<file path="config.mk">
export PLATFORM = sky130hd
export DESIGN_NAME = manual_order_entry
export DESIGN_NICKNAME = d
export VERILOG_FILES = /design/src/rtl/manual_order_entry.sv
export SDC_FILE = /design/constraint.sdc
export NUM_CORES = 1
export LEC_CHECK = 0
export ABC_AREA = 1
export BUFFER_PORTS_ARGS = -buffer_cell sky130_fd_sc_hd__buf_2
export CAP_MARGIN = 10
export CORE_ASPECT_RATIO = 0.9
export CORE_UTILIZATION = 50
export DETAILED_ROUTE_END_ITERATION = 8
export PLACE_DENSITY = 0.76
export SETUP_SLACK_MARGIN = 0.15
export SLEW_MARGIN = 0
export SYNTH_ARGS = -nofsm -noshare
export SYNTH_HDL_FRONTEND = slang
export SYNTH_SLANG_ARGS = --single-unit
</file>
<file path="constraint.sdc">
create_clock -name clock_in -period 1.53 [get_ports clock_in]
set_input_delay 0.3825 -clock clock_in [delete_from_list [all_inputs] [get_ports clock_in]]
set_output_delay 0.3825 -clock clock_in [all_outputs]
set_load 0.05 [all_outputs]
</file>
<file path="src/rtl/manual_order_entry.sv">
// Turns debounced button levels and switch settings into single order messages
// on a valid/ready port, with side toggle, field validation, ID assignment and reject/drop counters.
module manual_order_entry #(
    parameter int unsigned PRICE_W   = 16,
    parameter int unsigned QTY_W     = 8,
    parameter int unsigned ID_W      = 8,
    parameter int unsigned MAX_PRICE = 10000,
    parameter int unsigned CNT_W     = 8
) (
    input  logic               clock_in,
    input  logic               reset_in,
    input  logic               submit_clean,
    input  logic               side_clean,
    input  logic [PRICE_W-1:0] sw_price,
    input  logic [QTY_W-1:0]   sw_qty,
    input  logic               order_ready,
    output logic               order_valid,
    output logic               order_side,
    output logic [PRICE_W-1:0] order_price,
    output logic [QTY_W-1:0]   order_qty,
    output logic [ID_W-1:0]    order_id,
    output logic               side_sel,
    output logic               busy,
    output logic               reject_pulse,
    output logic [CNT_W-1:0]   reject_count,
    output logic [CNT_W-1:0]   drop_count
);

    typedef enum logic {
        IDLE = 1'b0,
        SEND = 1'b1
    } state_t;

    state_t            state;
    state_t            state_next;
    logic              submit_prev;
    logic              side_prev;
    logic              submit_rise;
    logic              side_rise;
    logic              fields_bad;
    logic              accept;
    logic              reject;
    logic              drop;
    logic              done;
    logic [ID_W-1:0]   next_id;

    assign submit_rise = submit_clean & ~submit_prev;
    assign side_rise   = side_clean & ~side_prev;
    assign fields_bad  = (sw_qty == '0) || (sw_price > PRICE_W'(MAX_PRICE));
    assign order_valid = (state == SEND);
    assign busy        = (state == SEND);

    always_ff @(posedge clock_in) begin
        if (!reset_in) begin
            state <= IDLE;
        end else begin
            state <= state_next;
        end
    end

    // A submit rise during SEND, including the cycle the transfer completes, is dropped.
    always_comb begin
        state_next = state;
        accept     = 1'b0;
        reject     = 1'b0;
        drop       = 1'b0;
        done       = 1'b0;
        case (state)
            IDLE: begin
                if (submit_rise) begin
                    if (fields_bad) begin
                        reject = 1'b1;
                    end else begin
                        accept     = 1'b1;
                        state_next = SEND;
                    end
                end
            end
            SEND: begin
                if (submit_rise) begin
                    drop = 1'b1;
                end
                if (order_ready) begin
                    done       = 1'b1;
                    state_next = IDLE;
                end
            end
            default: state_next = IDLE;
        endcase
    end

    // Prev-level registers load the live levels in reset so a held button gives no edge afterwards.
    always_ff @(posedge clock_in) begin
        if (!reset_in) begin
            submit_prev  <= submit_clean;
            side_prev    <= side_clean;
            side_sel     <= 1'b0;
            order_side   <= 1'b0;
            order_price  <= '0;
            order_qty    <= '0;
            order_id     <= '0;
            next_id      <= '0;
            reject_pulse <= 1'b0;
            reject_count <= '0;
            drop_count   <= '0;
        end else begin
            submit_prev  <= submit_clean;
            side_prev    <= side_clean;
            reject_pulse <= reject;
            if (side_rise) begin
                side_sel <= ~side_sel;
            end
            if (accept) begin
                order_side  <= side_sel;
                order_price <= sw_price;
                order_qty   <= sw_qty;
                order_id    <= next_id;
            end
            if (done) begin
                next_id <= next_id + 1'b1;
            end
            if (reject && (reject_count != '1)) begin
                reject_count <= reject_count + 1'b1;
            end
            if (drop && (drop_count != '1)) begin
                drop_count <= drop_count + 1'b1;
            end
        end
    end

endmodule

</file>
* Yosys cells after proc, flatten, opt, wreduce, memory -nomap -nowiden
Cells that the tools add are included.
** Cells by class
- $add $sub $neg :: 3
- Order comparisons :: 1
- Eq/ne operators :: 2
- Muxes and demuxes :: 12
- Bitwise logic cells :: 6
- Reductions and logical operators :: 4
** Operators with widths (number)
- 8-bit by 1-bit adder with 8-bit output (second input constant) :: 3
- 16-bit by 14-bit > comparator with 1-bit output (second input constant) :: 1
- 8-bit != test (second input constant) :: 2
- 1-bit two-way mux :: 11
- 8-bit logical NOT :: 1
- 1-bit inverter :: 4
- 1-bit bitwise AND :: 2
- 1-bit logical AND :: 2
- 1-bit case mux with 2 select lines :: 1
- 1-bit logical OR :: 1
** Storage, ports and cells
- Flip-flop bits (word level) :: 62
- Bits of input ports :: 29
- Output and inout bits :: 53
- Word-level logic and storage cells :: 40

* Depth between registers and ports, before layout
- Word-level depth :: 6
- Gate-level depth with buffers :: 11
- Depth with buffers taken out :: 10

* Worst setup path before layout
OpenSTA, ideal clock, no wires.
- Path type :: flip-flop to flip-flop
- From :: register drop_count[0]
- To :: register drop_count[0]
- Library setup time :: 148 ps
- Arrival :: 1589 ps
- Required time :: 1382 ps
- Path slack :: -207 ps
- Stages on the path, launching flop included :: 6
- Buffers on the path :: 0
- Period minus slack after synthesis :: 1737 ps
- Cells stage by stage :: dfxtp_1 ha_1 nand4_2 o21a_1 o21ai_1 a21oi_1
** Between the ends
- Cells in the longest elaborated chain, start to end :: 2
- Elaborated cells between the ends (all ways) :: 3
- Classes of those cells :: 1 x add/sub; 1 x eq/ne; 1 x reduce/logical
** Ends and longest elaborated chain
- start: declaration :: RTL line 26 : output logic [CNT_W-1:0] drop_count
- start signal: assignment :: RTL line 126 : drop_count <= drop_count + 1'b1;
- branches (longest 2 deep; another with 8-bit by 1-bit adder with 8-bit output)
Several ways; the timed one is not identified.
A chain may end at the register's enable or synchronous reset.

* Worst setup path after layout
- From :: register drop_count[1]
- To :: output drop_count[1]
No word-level cell between the ends.

==> reports/results.tsv <==
stage	metric	value	unit
worst_setup_path	R2R depth	6	
timing	min Tclk post-route	1.36	ns
cts	CTS root buf	clkbuf_8	
floorplan	DIE HEIGHT	76.9	µm
global_route	gr usage total	0.237	
pwr	Power Dens Cells	819	nW/µm²
placement	RePlAce Congestion	0.866	
floorplan	Site Rows	26	
cts	# clock sinks	62	
finish	Area Overhead vs Synth	29.7	%
floorplan	Ports	82	
timing	Tcrit/Tclk final	0.888	
detailed_routing	met2 routed WL	3.34	mm
worst_setup_path	flop2flop setup slack	0.23	ns
cts	CTS clk-pin slew, worst paths	0.06	ns
floorplan	core area	5860	µm²
finish	Layout Nets	508	
worst_setup_path	worst-path maximum fanout	5	
hold_path	Hold Path Sink	side_prev	
timing	endpoints failing hold	0	
placement	dpl cells	534	
timing	final setup margin	0.171	ns
floorplan	Die X	85.3	µm
cts	Max H-tree Level	3	
pwr	Leak	1.66	nW
hold_path	Hold Path Class	primary input to flop	
finish	fraction of layout cells with a size suffix above 1	0.428	
finish	Antenna diodes	0	
global_route	initial antenna violation count	0	
finish	fill cell count	472	
worst_setup_path	CP required	1.15	ns
detailed_routing	antenna-violating nets left	0	
worst_setup_path	critical-path cell list	buf_2	
detailed_routing	DRT Wirelength	7.33	mm
timing	clock skew	0.00283	ns
detailed_routing	Vias/cell	5.28	
placement	PortBufs	81	
detailed_routing	highest metal used	met4	
timing	Least-Margin Pin Slew	0.419	ns
cts	clock buffer count from CTS	9	
placement	pre-CTS setup slack	-0.0952	ns
floorplan	die area	6560	µm²
worst_setup_path	WP data arrival	0.98	ns
detailed_routing	DR DRC count	0	
cts	worst-skew pair later-pin latency	0.34	ns
cts	hold_buf cts	0	
hold_path	HP Start	side_clean	
worst_setup_path	CP endpoint kind	output pin	
timing	RSZ-0062 raised after global routing	yes	
worst_setup_path	FF-to-FF Start	drop_count[0]	
detailed_routing	DR pass1 iterations	5	
finish	register area	1280	µm²
timing	Worst slew margin	0.721	
detailed_routing	1st-iter DRT viols	105	
placement	Placed Area	3680	µm²
timing	Final Setup Violations	0	
worst_setup_path	Crit Path Class	flop to output pin	
placement	Detail Placement HPWL	5.06	mm
detailed_routing	vias	2897	
yosys	Cell Area, Synth	3120	µm²
detailed_routing	drt wl/cell	13.4	µm
worst_setup_path	Worst path top cell family by delay	flip-flops	
global_route	largest net degree at the start of global routing	28	
timing	f_max	736	MHz
pwr	VDD IR max	506	µV
floorplan	initial core utilization	0.533	
yosys	average size of a mapped cell	8.06	µm²
cts	CTS tree	built	
global_route	first-pass GRT wire length	12.4	mm
global_route	GRT overflow	0	
yosys	synthesized net count	419	
worst_setup_path	RR Endpoint	drop_count[6]	
yosys	Seq/Total Area, Yosys	0.398	
worst_setup_path	CP peak stage delay	0.37	ns
detailed_routing	Metal-1 WL	3.48	mm
worst_setup_path	CP max-delay cell	dfxtp_4	
hold_path	Hold Crit Depth	1	
cts	clock tree buffer depth	2	
finish	Post-Layout Inst Area	4050	µm²
finish	area of the multi-input gates	1660	µm²
finish	Layout Cells excl Fill	549	
global_route	vias in the first global route	2729	
worst_setup_path	worst path bufs/invs	1	
timing	Slew Viols, Final	0	
yosys	Seq cells post-synth	62	
worst_setup_path	critical path startpoint category	flop	
yosys	Gate Count Post-Synth	387	
detailed_routing	WL met3	474	µm
status	status	completed	
yosys	Syn. warnings	0	
yosys	post-synthesis cell type count	34	
flow_run	total of max-cap violations	0	
==> worst register-to-register path: cells and delay by family (launching register included) <==
family / cells / cell delay [ns]
AO/OA/AOI/OAI: 2 / 0.38
adder cells (fa/ha/maj): 1 / 0.17
flip-flops: 1 / 0.39
AND/OR/NAND/NOR: 3 / 0.26
==> cells in the mapped netlist <==
library cell / count / area share
a21oi_1: 21 / 0.034
a21oi_2: 21 / 0.059
a31oi_1: 1 / 0.0020
buf_1: 2 / 0.0024
buf_12: 2 / 0.013
buf_2: 9 / 0.014
buf_4: 4 / 0.0096
buf_6: 2 / 0.0072
clkbuf_1: 3 / 0.0036
clkinv_1: 1 / 0.0012
dfxtp_1: 62 / 0.40
ha_1: 3 / 0.012
inv_1: 33 / 0.040
inv_2: 5 / 0.0060
nand2_1: 69 / 0.083
nand2_2: 2 / 0.0040
nand2_4: 22 / 0.079
nand3_1: 10 / 0.016
nand3_2: 1 / 0.0032
nand3_4: 1 / 0.0056
nand4_1: 43 / 0.086
nand4_2: 1 / 0.0040
nor2_1: 38 / 0.046
nor2_2: 4 / 0.0080
nor2_4: 3 / 0.011
nor3_1: 4 / 0.0064
nor3_2: 1 / 0.0032
o21a_1: 1 / 0.0024
o21ai_0: 4 / 0.0064
o21ai_1: 4 / 0.0064
o21ai_2: 1 / 0.0028
or2_2: 1 / 0.0020
xnor2_1: 4 / 0.011
xor2_1: 4 / 0.011
==> per-stage QoR <==
stage	total power [mW]	utilization	hold slack (ns)	TNS, ns
2_1_floorplan	1.92	-	0.410	0
5_1_grt	3.44	0.691	0.151	0
3_5_place_dp	2.04	0.629	0.437	-1.94
4_1_cts	3.33	0.675	0.147	0
6_report	3.31	0.691	0.159	0
3_3_place_gp	2.03	0.629	0.422	-0.491
==> how the worst max path moves through the flow <==
stage,from,endpoint,slack [ns],cells past startpoint
2_1_floorplan,drop_count[0],drop_count[6],0.14,6
3_3_place_gp,sw_qty[0],reject_count[0],-0.04,10
3_5_place_dp,sw_price[11],order_price[7],-0.1,7
4_1_cts,reject_count[2],reject_count[2],0.14,1
5_1_grt,reject_count[0],reject_count[7],0.14,9
6_report,drop_count[1],drop_count[1],0.17,1
==> cell type report <==
class,count,share of cell area
multi-input cells,264,0.411
flip-flops and latches,62,0.316
repair buffers,100,0.171
clock buffers,13,0.0418
inverters,39,0.0368
well taps,70,0.0217
clock inverters,1,0.00124
==> cell usage in the layout, fill, tap and decap left out, drive strengths merged <==
| cell type | instances |
|---|---|
| nand2 | 93 |
| inv | 38 |
| or2 | 1 |
| ha | 3 |
| dfxtp | 62 |
| xnor2 | 4 |
| nand4 | 44 |
| clkinv | 2 |
| nor3 | 5 |
| o21ai | 9 |
| a21oi | 42 |
| a31oi | 1 |
| clkbuf | 21 |
| nand3 | 12 |
| o21a | 1 |
| xor2 | 4 |
| nor2 | 45 |
| buf | 92 |
==> kinds of logic (layout without fill, tap and decap cells) <==
logic type	Yosys count	count (layout)	synth area share
AO/OA/AOI/OAI	53	53	0.113
adder cells (fa/ha/maj)	3	3	0.0120
XOR/XNOR	8	8	0.0225
buffers and inverters	61	153	0.0971
AND/OR/NAND/NOR	200	200	0.358
flip-flops	62	62	0.398
==> registers in the layout, indices dropped and copies added, names as in the netlist <==
signal,flops
reject_count,8
side_prev,1
order_side,1
drop_count,8
submit_prev,1
reject_pulse,1
next_id,8
side_sel,1
order_id,8
busy,1
order_price,16
order_qty,8
==> routing by layer <==
| layer | vias to the layer above | global-route usage |
|---|---|---|
| li1 | 1451 | - |
| met1 | 1343 | 0.317 |
| met2 | 101 | 0.369 |
| met3 | 2 | 0.0710 |
| met4 | 0 | 0.0717 |
| met5 | - | 0 |
==> timing repair <==
action,in CTS,in global routing
buffers inserted,0,1
gates resized for setup,33,27
pin swaps,2,3
endpoints found under the setup margin,37,31
==> power breakdown <==
group | switching [mW] | internal [mW]
registers | 0.0241 | 1.63
clock network | 0.598 | 0.701
logic | 0.236 | 0.123
Note: power is estimated with default switching activity, not from simulation.
